`config.mk`:
```
export PLATFORM = sky130hd
export DESIGN_NAME = hdmi_tx_mode_ctrl
export DESIGN_NICKNAME = d
export VERILOG_FILES = /design/src/rtl/hdmi_tx_mode_ctrl.sv
export SDC_FILE = /design/constraint.sdc
export NUM_CORES = 1
export LEC_CHECK = 0
export ABC_CLOCK_PERIOD_IN_PS = 2780
export BUFFER_PORTS_ARGS = -buffer_cell sky130_fd_sc_hd__buf_2
export CORE_MARGIN = 5
export CORE_UTILIZATION = 47
export CTS_CLUSTER_SIZE = 14
export DETAILED_ROUTE_END_ITERATION = 7
export GPL_TIMING_DRIVEN = 0
export PLACE_DENSITY = 0.7
export SYNTH_ARGS = -nofsm -noshare
export SYNTH_HDL_FRONTEND = slang
export SYNTH_SLANG_ARGS = --single-unit
```
`constraint.sdc`:
```
create_clock -name clk -period 2.78 [get_ports clk]
set_input_delay 0.417 -clock clk [delete_from_list [all_inputs] [get_ports clk]]
set_output_delay 0.417 -clock clk [all_outputs]
set_load 0.01 [all_outputs]
```
`src/rtl/hdmi_tx_mode_ctrl.sv`:
```
`default_nettype none
// +--------------------------------------------------------------------------+
// | Module  : hdmi_tx_mode_ctrl                                              |
// | Desc    : Avalon-MM owner of the HDMI TX mode word. Applies target       |
// |           changes via mode_req/mode_ack, then holds off the next change. |
// |           Optional irq output and IRQ_MASK register: HDMI_TX_MODE_IRQ_EN |
// | Rev     : 1.0 - initial release                                          |
// +--------------------------------------------------------------------------+
module hdmi_tx_mode_ctrl #(
   parameter int                DATA_W         = 8,
   parameter logic [DATA_W-1:0] RESET_VALUE    = '0,
   parameter int                HOLDOFF_CYCLES = 16,
   parameter int                ACK_TIMEOUT    = 1024
) (
   input  logic              clk,
   input  logic              reset,
   input  logic [2:0]        address,
   input  logic              chipselect,
   input  logic              write_n,
   input  logic [DATA_W-1:0] writedata,
   output logic [DATA_W-1:0] readdata,
   output logic [DATA_W-1:0] out_port,
   output logic              mode_req,
   input  logic              mode_ack
`ifdef HDMI_TX_MODE_IRQ_EN
   ,
   output logic              irq
`endif
);

   localparam logic [2:0] c_ADDR_TARGET   = 3'd0;
   localparam logic [2:0] c_ADDR_SET      = 3'd1;
   localparam logic [2:0] c_ADDR_CLEAR    = 3'd2;
   localparam logic [2:0] c_ADDR_STATUS   = 3'd3;
   localparam logic [2:0] c_ADDR_APPLIED  = 3'd4;
`ifdef HDMI_TX_MODE_IRQ_EN
   localparam logic [2:0] c_ADDR_IRQ_MASK = 3'd5;
   localparam int         c_MSK_BITS      = (DATA_W < 2) ? DATA_W : 2;
`endif

   localparam int c_ST_BITS = (DATA_W < 4) ? DATA_W : 4;

   // One counter serves both the REQ timeout and the HOLD hold-off.
   localparam int c_CNT_MAX = (HOLDOFF_CYCLES > ACK_TIMEOUT) ? HOLDOFF_CYCLES : ACK_TIMEOUT;
   localparam int c_CNT_W   = (c_CNT_MAX > 0) ? $clog2(c_CNT_MAX + 1) : 1;
   localparam logic [c_CNT_W-1:0] c_HOLD_LOAD = (HOLDOFF_CYCLES > 0) ? c_CNT_W'(HOLDOFF_CYCLES - 1) : '0;
   localparam logic [c_CNT_W-1:0] c_TO_LAST   = (ACK_TIMEOUT > 0) ? c_CNT_W'(ACK_TIMEOUT - 1) : '0;
   localparam logic [c_CNT_W-1:0] c_CNT_ONE   = c_CNT_W'(1);

   typedef enum logic [1:0] {
      ST_IDLE = 2'd0,
      ST_REQ  = 2'd1,
      ST_HOLD = 2'd2
   } state_t;

   state_t              r_state;
   logic [DATA_W-1:0]   r_target;
   logic [DATA_W-1:0]   r_out_port;
   logic                r_mode_req;
   logic [c_CNT_W-1:0]  r_cnt;
   logic                r_done;
   logic                r_timeout;

   logic                w_wr;
   logic                w_wr_status;
   logic                w_busy;
   logic                w_pending;
   logic                w_done_set;
   logic                w_to_set;
   logic                w_clr_done;
   logic                w_clr_timeout;
   logic [3:0]          w_flags;
   logic [DATA_W-1:0]   w_status;

   assign w_wr        = chipselect & ~write_n;
   assign w_wr_status = w_wr & (address == c_ADDR_STATUS);
   assign w_busy      = (r_state != ST_IDLE);
   assign w_pending   = (r_target != r_out_port);
   assign w_flags     = {r_timeout, r_done, w_pending, w_busy};

   // Ack has priority over a timeout landing on the same edge.
   assign w_done_set  = (r_state == ST_REQ) & mode_ack;
   assign w_to_set    = (r_state == ST_REQ) & ~mode_ack & (ACK_TIMEOUT != 0) & (r_cnt == c_TO_LAST);

   always_comb begin
      w_clr_done    = 1'b0;
      w_clr_timeout = 1'b0;
      for (int i = 0; i < c_ST_BITS; i++) begin
         if (i == 2) w_clr_done    = w_wr_status & writedata[i];
         if (i == 3) w_clr_timeout = w_wr_status & writedata[i];
      end
   end

   always_comb begin
      w_status = '0;
      for (int i = 0; i < c_ST_BITS; i++) begin
         w_status[i] = w_flags[i];
      end
   end

   always_ff @(posedge clk) begin
      if (reset) begin
         r_target <= RESET_VALUE;
      end else if (w_wr) begin
         case (address)
            c_ADDR_TARGET: r_target <= writedata;
            c_ADDR_SET:    r_target <= r_target | writedata;
            c_ADDR_CLEAR:  r_target <= r_target & ~writedata;
            default:       r_target <= r_target;
         endcase
      end
   end

   always_ff @(posedge clk) begin
      if (reset) begin
         r_state    <= ST_IDLE;
         r_out_port <= RESET_VALUE;
         r_mode_req <= 1'b0;
         r_cnt      <= '0;
         r_done     <= 1'b0;
         r_timeout  <= 1'b0;
      end else begin
         case (r_state)
            ST_IDLE: begin
               if (w_pending) begin
                  r_out_port <= r_target;
                  r_mode_req <= 1'b1;
                  r_cnt      <= '0;
                  r_state    <= ST_REQ;
               end
            end
            ST_REQ: begin
               if (mode_ack) begin
                  r_mode_req <= 1'b0;
                  if (HOLDOFF_CYCLES == 0) begin
                     r_cnt   <= '0;
                     r_state <= ST_IDLE;
                  end else begin
                     r_cnt   <= c_HOLD_LOAD;
                     r_state <= ST_HOLD;
                  end
               end else if (w_to_set) begin
                  r_mode_req <= 1'b0;
                  r_cnt      <= '0;
                  r_state    <= ST_IDLE;
               end else if (ACK_TIMEOUT != 0) begin
                  r_cnt <= r_cnt + c_CNT_ONE;
               end
            end
            ST_HOLD: begin
               if (r_cnt == '0) begin
                  r_state <= ST_IDLE;
               end else begin
                  r_cnt <= r_cnt - c_CNT_ONE;
               end
            end
            default: begin
               r_mode_req <= 1'b0;
               r_cnt      <= '0;
               r_state    <= ST_IDLE;
            end
         endcase
         // A flag raised on the same edge as its W1C clear stays set.
         r_done    <= w_done_set | (r_done & ~w_clr_done);
         r_timeout <= w_to_set | (r_timeout & ~w_clr_timeout);
      end
   end

   assign out_port = r_out_port;
   assign mode_req = r_mode_req;

`ifdef HDMI_TX_MODE_IRQ_EN
   logic [1:0]        r_irq_mask;
   logic              r_irq;
   logic [1:0]        w_mask_wd;
   logic [DATA_W-1:0] w_mask_rd;

   always_comb begin
      w_mask_wd = '0;
      w_mask_rd = '0;
      for (int i = 0; i < c_MSK_BITS; i++) begin
         w_mask_wd[i] = writedata[i];
         w_mask_rd[i] = r_irq_mask[i];
      end
   end

   always_ff @(posedge clk) begin
      if (reset) begin
         r_irq_mask <= 2'b00;
         r_irq      <= 1'b0;
      end else begin
         if (w_wr && (address == c_ADDR_IRQ_MASK)) begin
            r_irq_mask <= w_mask_wd;
         end
         r_irq <= (r_done & r_irq_mask[0]) | (r_timeout & r_irq_mask[1]);
      end
   end

   assign irq = r_irq;
`endif

   always_comb begin
      readdata = '0;
      case (address)
         c_ADDR_TARGET:   readdata = r_target;
         c_ADDR_STATUS:   readdata = w_status;
         c_ADDR_APPLIED:  readdata = r_out_port;
`ifdef HDMI_TX_MODE_IRQ_EN
         c_ADDR_IRQ_MASK: readdata = w_mask_rd;
`endif
         default:         readdata = '0;
      endcase
   end

endmodule
`default_nettype wire

```
==> flow_summary.ini <==
[outcome]
outcome = completed

[floorplanning]
die_h_um = 77.89
rows = 24
die-area_sq_mm = 0.006066
core_area_sq_mm = 0.004414
io_pins = 33
start_util_pct = 49.06
fp.dieW_um = 77.89

[synth]
synthArstFlopShare_pct = 0
syn-num-nets = 299
syn_avg_cell_area_sq_um = 7.791
synth-edff-count = 0
synth_common_cells = 32 x dfxtp_1, 27 x nand3_1, 25 x nand2_1, 22 x nor2_1, 21 x a21oi_1
synth.most_common_cell = dfxtp_1
synth_top_area_share_pct = 29.58
yosysSeqAreaShare_pct = 29.58
ys_types = 59
synthCells = 278
ys_ff_latch = 32
synth_top_area_cell = dfxtp_1
ys_top_cells_by_area = dfxtp_1 30%, mux2i_1 7.4%, nand3_1 6.2%, a21oi_1 4.9%, nand2_1 4.3%
synth_area_sq_mm = 0.002166
synth_flop_cell = dfxtp_1
yosysWarnings = 0

[placed_design]
globalplace.congestion = 0.8795
placed_cells = 361
placed_area_sq_mm = 0.002386
hpwl_mm = 4.245
port_buffers = 31

[worst_setup_path]
arrival_ns = 2.10
crit_chain = xor2_1, nor4_1, and2_1, o32ai_1, buf_2
critPathSlowestCell = nor4_1
worstPathMaxFanout = 6
end_kind = primary output
max_stage_delay_ns = 0.73
critical_path_class = flip-flop to primary output
cp.required_ns = 2.36
cp_top_family = simple AND/OR/NAND/NOR gates
critPathLaunchType = flip-flop
path_buf_inv = 1

[grt]
grt_max_degree = 11
grt_overflow = 0
grt_pass1_vias = 2082
use_met2_pct = 32.39
antenna_found_initial = 0
grt.total_usage_pct = 20.03
grt_util_met1_pct = 27.32
grtUsageMet3_pct = 3.704
grt_pass1_wl_mm = 9.998
top_usage_layer = met2

[power]
clockPowerShare_pct = 24.4
max-vdd-ir-drop_v = 0.0002563
p_leak_nw = 1.018
internal-power_mw = 0.8519
fin_total_pwr_mw = 1.366
p_per_area_mw_per_mm2 = 553.1
p_sw_share_pct = 37.64
p_switching_mw = 0.5142
p_comb_share_pct = 38.4
p_seq_share_pct = 37.1

[sta]
rsz0062_at_grt = no
maxSlewViolCount = 0
finalCritPeriodShare_pct = 90.65
tns_ns = 0
worst_pin_slew_ns = 0.8312
hold_viol = 0
fin_crit_ns = 2.520
finalClockSkew_ns = 0.005134
setup_viol = 0
max_freq_mhz = 396.8
timing.slew.headroom_pct = 44.08

[detailed_routing]
vias_per_cell = 5.992
vias = 2205
dr.pass1.iters = 4
drcViolationCount = 0
ant_nets = 0
wl_mm = 5.820
drtIter0Drc = 210
wire_per_inst_um = 15.82

[layout]
insertedDiodeCount = 0
syn_to_final_growth_pct = 14.04
finalNonFillerCells = 368
drive_above_1_share_pct = 18.04
fin_nets = 337
stdcell_area_sq_mm = 0.002470

[cts]
cts_buffers = 5
ctsRootBufferMaster = clkbuf_8
cts_max_path_buffers = 2
cts_setup_buffers = 0
clkLatencyLatePin_ns = 0.28
cts.sink_count = 32
ctsHtreeMaxLevel = 2
cts_tree = yes
path_clk_slew_ns = 0.06

[hold_path]
hold_path_class = input port to flip-flop

[run]
drv_cap = 0
[metal layers]
metal  part of all wire, %  wire length (um)
met5                     0                 0
met4                   1.3                76
met3                   5.8               335
met2                    47              2727
met1                    46              2681
[repair_timing]
item,CTS,global route
endpoints found under the setup margin,0,1
hold buffers,0,0
resized for setup,0,1
[per-stage QoR]
step                setup slack, ns  utilization (%)  hold slack, ns
finish                       0.2598            55.95          0.3948
global route                 0.1378            55.95          0.4000
CTS                          0.1266            55.81          0.3920
detailed placement           0.3636            54.05          0.4465
global placement             0.4089            54.05          0.4489
floorplan                    0.7783                -          0.4366
[final cells by class]
class / instances / area [sq um]
timing repair buffer: 31 / 155.1
buffer: 23 / 110.1
tap: 52 / 65.06
clock buffer: 6 / 72.57
multi-input combinational: 212 / 1380
sequential: 32 / 640.6
clock inverter: 1 / 5.005
fill: 437 / 1944
inverter: 11 / 41.29
[logic make-up after synthesis]
logic type,after synthesis,share of synthesized area (%)
multiplexers,16,7.394
flip-flops,32,29.58
AO/OA/AOI/OAI,70,22.65
XOR/XNOR,9,3.640
AND/OR/NAND/NOR,112,26.86
buffers and inverters,34,6.990
adder cells (fa/ha/maj),5,2.889
[cell usage in the layout (no fill, tap or decap), types with 7 or more instances in the layout]
cell       n
a21oi_1   21
nor2_1    22
buf_2     35
xor2_1     9
nand2_1   25
inv_1     11
mux2i_1   16
o31ai_1    7
nand3_1   27
dfxtp_1   32
clkbuf_1  15
o21ai_0    9
[registers in the layout, indices dropped and copies added, names as in the netlist]
signal / cells
r_cnt: 11
out_port: 8
r_target: 8
r_state: 2
mode_req: 1
r_done: 1
r_timeout: 1
[power groups by stage]
stage | Sequential, mW | Clock [mW] | Combinational (mW)
2_1_floorplan | 0.516 | 0 | 0.380
3_3_place_gp | 0.516 | 0 | 0.512
3_5_place_dp | 0.518 | 0 | 0.515
4_1_cts | 0.508 | 0.340 | 0.519
5_1_grt | 0.513 | 0.364 | 0.580
6_report | 0.507 | 0.334 | 0.525
[worst reg2reg max path, cell delays in order, from the launching register on]
cell      delay (ns)
dfxtp_1         0.45
ha_1            0.27
nand3_1         0.20
nor4_1          0.67
buf_2           0.35
o311ai_0        0.16
o21ai_1         0.13
o32ai_1         0.10
[final timing paths]
kind | start | endpoint | slack (ns) | cells past startpoint
worst min register to register | r_done | r_done | 0.46 | 2
worst max register to register | r_cnt[1] | r_cnt[7] | 0.32 | 7
worst max-delay path | r_target[1] | readdata[1] | 0.26 | 5
worst min-delay path | writedata[5] | r_target[5] | 0.39 | 3
(Power assumes the default switching activity.)
